### src/rtl/apb_master.sv
// rtl/apb_master.sv - APB4 requester: valid/ready request port to APB SETUP/ACCESS transfers
// Optional feature macro: APB_MASTER_TIMEOUT_EN (PREADY wait-state timeout)

`ifndef APB_ADDR_WIDTH
`define APB_ADDR_WIDTH 32
`endif
`ifndef APB_DATA_WIDTH
`define APB_DATA_WIDTH 32
`endif
`ifndef APB_STRB_WIDTH
`define APB_STRB_WIDTH 4
`endif
`ifndef APB_PROT_WIDTH
`define APB_PROT_WIDTH 3
`endif

module apb_master #(
  parameter int ADDR_WIDTH     = `APB_ADDR_WIDTH,
  parameter int DATA_WIDTH     = `APB_DATA_WIDTH,
  parameter int STRB_WIDTH     = `APB_STRB_WIDTH,
  parameter int PROT_WIDTH     = `APB_PROT_WIDTH,
  parameter int TIMEOUT_CYCLES = 16
) (
  input  logic                  PCLK,
  input  logic                  PRESET,
  // request port
  input  logic                  req_valid,
  output logic                  req_ready,
  input  logic                  req_write,
  input  logic [ADDR_WIDTH-1:0] req_addr,
  input  logic [DATA_WIDTH-1:0] req_wdata,
  input  logic [STRB_WIDTH-1:0] req_strb,
  input  logic [PROT_WIDTH-1:0] req_prot,
  // response strobe
  output logic                  rsp_valid,
  output logic [DATA_WIDTH-1:0] rsp_rdata,
  output logic                  rsp_err,
  output logic                  rsp_timeout,
  // APB requester side
  output logic                  PSEL,
  output logic                  PENABLE,
  output logic                  PWRITE,
  output logic [ADDR_WIDTH-1:0] PADDR,
  output logic [DATA_WIDTH-1:0] PWDATA,
  output logic [STRB_WIDTH-1:0] PSTRB,
  output logic [PROT_WIDTH-1:0] PPROT,
  input  logic [DATA_WIDTH-1:0] PRDATA,
  input  logic                  PREADY,
  input  logic                  PSLVERR
);

  typedef enum logic [1:0] {
    ST_IDLE   = 2'd0,
    ST_SETUP  = 2'd1,
    ST_ACCESS = 2'd2
  } state_e;

  state_e                  state_q;
  logic                    psel_q;
  logic                    penable_q;
  logic                    pwrite_q;
  logic [ADDR_WIDTH-1:0]   paddr_q;
  logic [DATA_WIDTH-1:0]   pwdata_q;
  logic [STRB_WIDTH-1:0]   pstrb_q;
  logic [PROT_WIDTH-1:0]   pprot_q;
  logic                    rsp_valid_q;
  logic [DATA_WIDTH-1:0]   rsp_rdata_q;
  logic                    rsp_err_q;
  logic                    rsp_timeout_q;

  logic                    xfer_done;
  logic                    timeout_hit;
  logic                    accept;

`ifdef APB_MASTER_TIMEOUT_EN
  localparam int CNT_W = $clog2(TIMEOUT_CYCLES + 1);
  logic [CNT_W-1:0] tcnt_q;

  // Abort on the last allowed wait cycle; a PREADY=1 in that cycle still completes normally.
  assign timeout_hit = (state_q == ST_ACCESS) && !PREADY &&
                       (tcnt_q == CNT_W'(TIMEOUT_CYCLES - 1));
`else
  // Without the timeout the ACCESS phase waits indefinitely; the parameter is kept so both
  // builds share one interface.
  assign timeout_hit = 1'b0 & (TIMEOUT_CYCLES < 1);
`endif

  // Completion and request acceptance; ready is suppressed while reset is asserted.
  assign xfer_done = (state_q == ST_ACCESS) && PREADY;
  assign req_ready = !PRESET && ((state_q == ST_IDLE) || xfer_done);
  assign accept    = req_valid && req_ready;

  // Transfer FSM with registered APB outputs and response registers.
  always_ff @(posedge PCLK) begin
    if (PRESET) begin
      state_q       <= ST_IDLE;
      psel_q        <= 1'b0;
      penable_q     <= 1'b0;
      pwrite_q      <= 1'b0;
      paddr_q       <= '0;
      pwdata_q      <= '0;
      pstrb_q       <= '0;
      pprot_q       <= '0;
      rsp_valid_q   <= 1'b0;
      rsp_rdata_q   <= '0;
      rsp_err_q     <= 1'b0;
      rsp_timeout_q <= 1'b0;
`ifdef APB_MASTER_TIMEOUT_EN
      tcnt_q        <= '0;
`endif
    end else begin
      rsp_valid_q <= 1'b0;

      case (state_q)
        ST_SETUP: begin
          penable_q <= 1'b1;
          state_q   <= ST_ACCESS;
`ifdef APB_MASTER_TIMEOUT_EN
          tcnt_q    <= '0;
`endif
        end

        ST_ACCESS: begin
          if (PREADY) begin
            rsp_valid_q   <= 1'b1;
            rsp_err_q     <= PSLVERR;
            rsp_timeout_q <= 1'b0;
            rsp_rdata_q   <= pwrite_q ? '0 : PRDATA;
            // Default to IDLE; a same-cycle accept below overrides this with a new SETUP.
            psel_q        <= 1'b0;
            penable_q     <= 1'b0;
            pstrb_q       <= '0;
            state_q       <= ST_IDLE;
          end else if (timeout_hit) begin
            rsp_valid_q   <= 1'b1;
            rsp_err_q     <= 1'b1;
            rsp_timeout_q <= 1'b1;
            rsp_rdata_q   <= '0;
            psel_q        <= 1'b0;
            penable_q     <= 1'b0;
            pstrb_q       <= '0;
            state_q       <= ST_IDLE;
          end else begin
`ifdef APB_MASTER_TIMEOUT_EN
            tcnt_q <= tcnt_q + CNT_W'(1);
`endif
          end
        end

        default: begin
        end
      endcase

      // Accept from IDLE or on completion; reads never drive byte strobes.
      if (accept) begin
        pwrite_q  <= req_write;
        paddr_q   <= req_addr;
        pwdata_q  <= req_wdata;
        pstrb_q   <= req_write ? req_strb : '0;
        pprot_q   <= req_prot;
        psel_q    <= 1'b1;
        penable_q <= 1'b0;
        state_q   <= ST_SETUP;
      end
    end
  end

  assign PSEL        = psel_q;
  assign PENABLE     = penable_q;
  assign PWRITE      = pwrite_q;
  assign PADDR       = paddr_q;
  assign PWDATA      = pwdata_q;
  assign PSTRB       = pstrb_q;
  assign PPROT       = pprot_q;
  assign rsp_valid   = rsp_valid_q;
  assign rsp_rdata   = rsp_rdata_q;
  assign rsp_err     = rsp_err_q;
  assign rsp_timeout = rsp_timeout_q;

endmodule

### config.mk
export PLATFORM = sky130hd
export DESIGN_NAME = apb_master
export DESIGN_NICKNAME = d
export VERILOG_FILES = /design/src/rtl/apb_master.sv
export SDC_FILE = /design/constraint.sdc
export NUM_CORES = 1
export LEC_CHECK = 0
export ABC_AREA = 1
export CAP_MARGIN = 20
export CORE_MARGIN = 8
export CORE_UTILIZATION = 39
export CTS_CLUSTER_DIAMETER = 60
export DETAILED_ROUTE_END_ITERATION = 6
export GPL_TIMING_DRIVEN = 0
export HOLD_SLACK_MARGIN = 0.12
export PLACE_DENSITY = 0.8
export REMOVE_ABC_BUFFERS = 1
export SLEW_MARGIN = 10
export SYNTH_ARGS = -nofsm -noshare
export SYNTH_HDL_FRONTEND = slang
export SYNTH_SLANG_ARGS = --single-unit
### constraint.sdc
create_clock -name PCLK -period 1.6 [get_ports PCLK]
set_input_delay 0.48 -clock PCLK [delete_from_list [all_inputs] [get_ports PCLK]]
set_output_delay 0.48 -clock PCLK [all_outputs]
set_load 0.02 [all_outputs]
# --- After elaboration in Yosys (flattened, before gate mapping) ---
# Index checks and enable logic that the tools add are counted.
# W data, S select, Z words.
word_totals:
  ff_bits: 110
  input_bits: 109
op_classes:
  n_bitwise: 1
  eq_ne: 4
  muxes: 13
  n_reduce_logical: 16
ops:
  columns: ["op", "n"]
  rows:
  - ["$mux W32", 1]
  - ["$mux W4", 4]
  - ["$reduce_and A2 Y1", 4]
  - ["$reduce_bool A2 Y1", 3]
  - ["$mux W1", 5]
  - ["$pmux W2 S2", 1]
  - ["$reduce_or A2 Y1", 2]
  - ["$logic_and A1 B1 Y1", 3]
  - ["$ne A3 B3 Y1 const B", 1]
  - ["$reduce_bool A3 Y1", 1]
  - ["$eq A2 B1 Y1 const B", 1]
  - ["$eq A2 B2 Y1 const B", 1]
  - ["$logic_not A2 Y1", 1]
  - ["$mux W2", 1]
  - ["$ne A2 B2 Y1 const B", 1]
  - ["$pmux W1 S2", 1]
  - ["$logic_not A1 Y1", 1]
  - ["$logic_or A1 B1 Y1", 1]
  - ["$not A1 Y1", 1]

# --- Depth between registers and ports, before layout ---
depth:
  depth_word: 7
  depth_mapped: 7

# --- Worst setup path after synthesis ---
# Ideal clock, no wire load.
synth_timing:
  path_type: "in2out"
  startpoint: "input PRESET"
  endpoint: "output req_ready"
  n_path_buf: 2
  path_stages: 3
  path_slack_ns: 0.096
  arrival_ns: 1.024
  required_ns: 1.120
  path_cell_list: "buf_4 > a21oi_2 > buf_2"
synth_between:
  elab_chain_cells: 2
synth_lines:
  columns: ["element", "line_no", "source"]
  rows:
  - ["start, declared", "25", "input logic PRESET,"]
  - ["$logic_not A1 Y1", "90", "assign req_ready = !PRESET && ((state_q == ST_IDLE) || xfer_done);"]
  - ["$logic_and A1 B1 Y1", "90", null]
  - ["end, declared", "28", "output logic req_ready,"]
# No other way between the ends.

# --- Final worst setup path ---
layout_timing:
  startpoint: "register state_q[0]"
  endpoint: "output req_ready"
layout_between:
  elab_chain_cells: 4
  word_cells_on_any_way: 5
layout_lines:
  columns: ["element", "line_no", "source"]
  rows:
  - ["start, declared", "58", "state_e state_q;"]
  - ["start signal, assigned", "96", "state_q <= ST_IDLE;"]
  - ["start signal, assigned", "117", "state_q <= ST_ACCESS;"]
  - ["start signal, assigned", "133", "state_q <= ST_IDLE;"]
  - ["$eq A2 B2 Y1", "89", "assign xfer_done = (state_q == ST_ACCESS) && PREADY;"]
  - ["$logic_and A1 B1 Y1", "89", null]
  - ["$logic_or A1 B1 Y1 *", "90", null]
  - ["$logic_and A1 B1 Y1 *", "90", null]
# Mark *: on every way between the ends. The rest lies on a longest branch, timed or not.

==> run metrics <==
status=complete, but fails checks; failing checks=setup timing; worst path buffer plus inverter count=3; die span in y=118 um; GRT Residual Overflow=0; crit-path cells=inv_4 -> nand2_2 -> a21oi_4 -> buf_12 -> buf_6; Syn-to-layout area delta=63.3%; internal reg-to-reg setup slack=0.11 ns; Switch Pwr=1.61 mW; R2R Path Start=state_q[0]$_SDFFE_PP0P_; Slew HR=39.9%; Hold Crit Class=reg -> reg; I/O Pins=219; initial antenna violation count=0; Setup TNS Final=-0.135 ns; vias in the first global route=4,400; via/cell ratio=5.09; clock net sink count=109; drt first pass iters=4; Final min period=1.74 ns; Fin. Hold Viols=0; most common cell after layout, fill and taps aside=nand3_1; clk root buf=clkbuf_8; Port Buffers=217; Worst-Skew Late Latency=0.37 ns; CP arrival=1.26 ns; Leakage=3.22 nW; Final Setup Violations=1; Post-Place Worst Slack=-1.52 ns; number of max-cap violations=0; Post-Syn Area=4030 um^2; highest fanout seen on the critical path=3; FP Rows=37; DR WL/cell=17.5 um; H-tree depth=3; Die W=118 um; Post-Syn Area per Cell=8.10 um^2; clock share of power=28.5%; largest net degree at the start of global routing=49; Hold Slack=0.466 ns; final RePlAce weighted congestion=0.781; Mapped Cells=497; Vias=4,310; CORE AREA=10,200 um^2; cts bufs inserted=9; worst-margin pin slew=0.900 ns; synthesized flop and latch total=109; Max Freq=576 MHz; worst setup path endpoint=req_ready; Clock Skew=0.00856 ns; delay-heaviest family, CP=flip-flops; Slew Limit Fails=0; Setup WS post-layout=-0.135 ns; Iter 0 DRT Violations=240; worst setup path start=state_q[0]$_SDFFE_PP0P_; Switching Share=27.6%; commonest non-fill, non-tap cells in the layout=170 x nand3_1, 107 x dfxtp_1, 107 x nand2_1, 105 x clkdlybuf4s50_1, 84 x dlygate4sd2_1; final worst path period share=108%; critical path's slowest cell=dfxtp_2; Worst setup SP type=register; PwrDens=889 nW/um^2; first-pass GRT wire length=23.2 mm; Clock Tree Buf Depth=2; HPWL Detailed=10.4 mm; Reg2Reg Depth=9; DRC viols=0; Seq/Total Area, Yosys=54.2%; Final ANT Viol Nets=0; Die ar.=13,800 um^2; Max VDD drop=0.446 mV; Worst-path clk slew=0.10 ns; sequential share of power=50.6%; Critical Path End Type=output port; internal power=4.23 mW; GRT Total Usage=20.7%; critical path depth in cells=5; Starting Density=39.5%; Routed WL=14.8 mm; Final nets=814; crit path kind=reg -> out; CP max stage delay=0.35 ns; Synthesis Warnings=0; RSZ-0062 raised after global routing=yes; Comb pwr share=20.9%; WP data required=1.12 ns; distinct cell type count after synthesis=20; CTS tree=yes; RR Endpoint=PWDATA[15]$_SDFFE_PP0P_; layout cells sized above 1=8.04%
[worst reg2reg max path: stages (launching register included)]
cell and delay, ns:
dfxtp_2 0.36, inv_4 0.05, nand2_2 0.09, a21oi_4 0.07, buf_4 0.15, buf_4 0.13
buf_4 0.14, bufbuf_16 0.28, nand3_1 0.07, nand2_1 0.06
[layout make-up]
type	count	area, um^2
fillers	865	3610
repair buffers	241	2390
flip-flops and latches	109	2180
multi-input cells	332	1560
well taps	136	170
clock buffers	12	145
inverters	11	72.6
clock inverters	3	46.3
repair inverters	1	8.76
diodes	1	2.50
[repair_timing]
action | in CTS | in global routing
hold buffers | 0 | 0
pin swaps | 4 | 2
setup buffers | 9 | 4
gates cloned | 4 | 0
gates resized for setup | 130 | 32
setup endpoints to repair | 216 | 84
[Yosys cell counts]
cell type | number | share of area [%]
a21oi_1 | 5 | 0.62
a21oi_2 | 1 | 0.22
buf_1 | 2 | 0.19
buf_2 | 19 | 2.4
buf_4 | 4 | 0.75
buf_6 | 8 | 2.2
clkbuf_1 | 12 | 1.1
conb_1 | 1 | 0.093
dfxtp_1 | 109 | 54
inv_1 | 6 | 0.56
inv_2 | 5 | 0.47
nand2_1 | 109 | 10
nand2_2 | 1 | 0.16
nand3_1 | 170 | 21
nand4_1 | 6 | 0.93
nor2_1 | 3 | 0.28
nor2_2 | 1 | 0.16
o21ai_0 | 1 | 0.12
o21ai_1 | 33 | 4.1
o31ai_1 | 1 | 0.19
[worst min-delay path by stage]
stage | from | to | slack (ns) | cells past startpoint
final | PWDATA[28]$_SDFFE_PP0P_ | PWDATA[28]$_SDFFE_PP0P_ | 0.47 | 2
after global routing | PWDATA[2]$_SDFFE_PP0P_ | PWDATA[2]$_SDFFE_PP0P_ | 0.49 | 2
after CTS | PWDATA[28]$_SDFFE_PP0P_ | PWDATA[28]$_SDFFE_PP0P_ | 0.47 | 2
after detailed placement | PWDATA[28]$_SDFFE_PP0P_ | PWDATA[28]$_SDFFE_PP0P_ | 0.46 | 2
after global placement | PSEL$_SDFFE_PP0P_ | PSEL$_SDFFE_PP0P_ | 0.45 | 2
after floorplan | state_q[0]$_SDFFE_PP0P_ | state_q[0]$_SDFFE_PP0P_ | 0.47 | 2
[per-stage QoR]
step                instances  power (mW)  cell area (um^2)  utilization [%]
floorplan                 452        3.48              3760                -
global placement          805        4.18              6100             59.9
detailed placement        814        4.27              6290             61.7
CTS                       841        5.88              6530             64.1
global route              845        6.12              6570             64.5
finish                    846        5.84              6580             64.6
[layer usage]
| metal | up-vias | track usage [%] | wire length (um) |
|---|---|---|---|
| li1 | 2090 | - | - |
| met1 | 2019 | 22.5 | 5840 |
| met2 | 185 | 34.5 | 6990 |
| met3 | 16 | 9.98 | 1750 |
| met4 | 0 | 6.97 | 208 |
| met5 | - | 0 | 0 |
[flip-flops by register name (all words and copies together), names as in the netlist]
| name | count |
|---|---|
| PSEL | 1 |
| PPROT | 3 |
| state_q | 1 |
| rsp_err | 1 |
| PADDR | 32 |
| PWRITE | 1 |
| PENABLE | 1 |
| rsp_rdata | 32 |
| PWDATA | 32 |
| rsp_valid | 1 |
| PSTRB | 4 |
[kinds of logic after synthesis]
group                  count (synthesis)  share of synthesized area [%]
buffers and inverters                 56                           7.67
and+or+nand+nor                      290                           32.8
other                                  1                         0.0931
DFF                                  109                           54.2
AOI/OAI and AO/OA                     41                           5.25
[power by group through the flow]
stage	combinational, mW	clock, mW	sequential, mW
2_1_floorplan	0.272	0	3.21
3_3_place_gp	1.17	0	3.01
3_5_place_dp	1.24	0	3.02
4_1_cts	1.22	1.71	2.95
5_1_grt	1.32	1.83	2.97
6_report	1.22	1.67	2.95
Note: power is estimated with default switching activity, not from simulation.
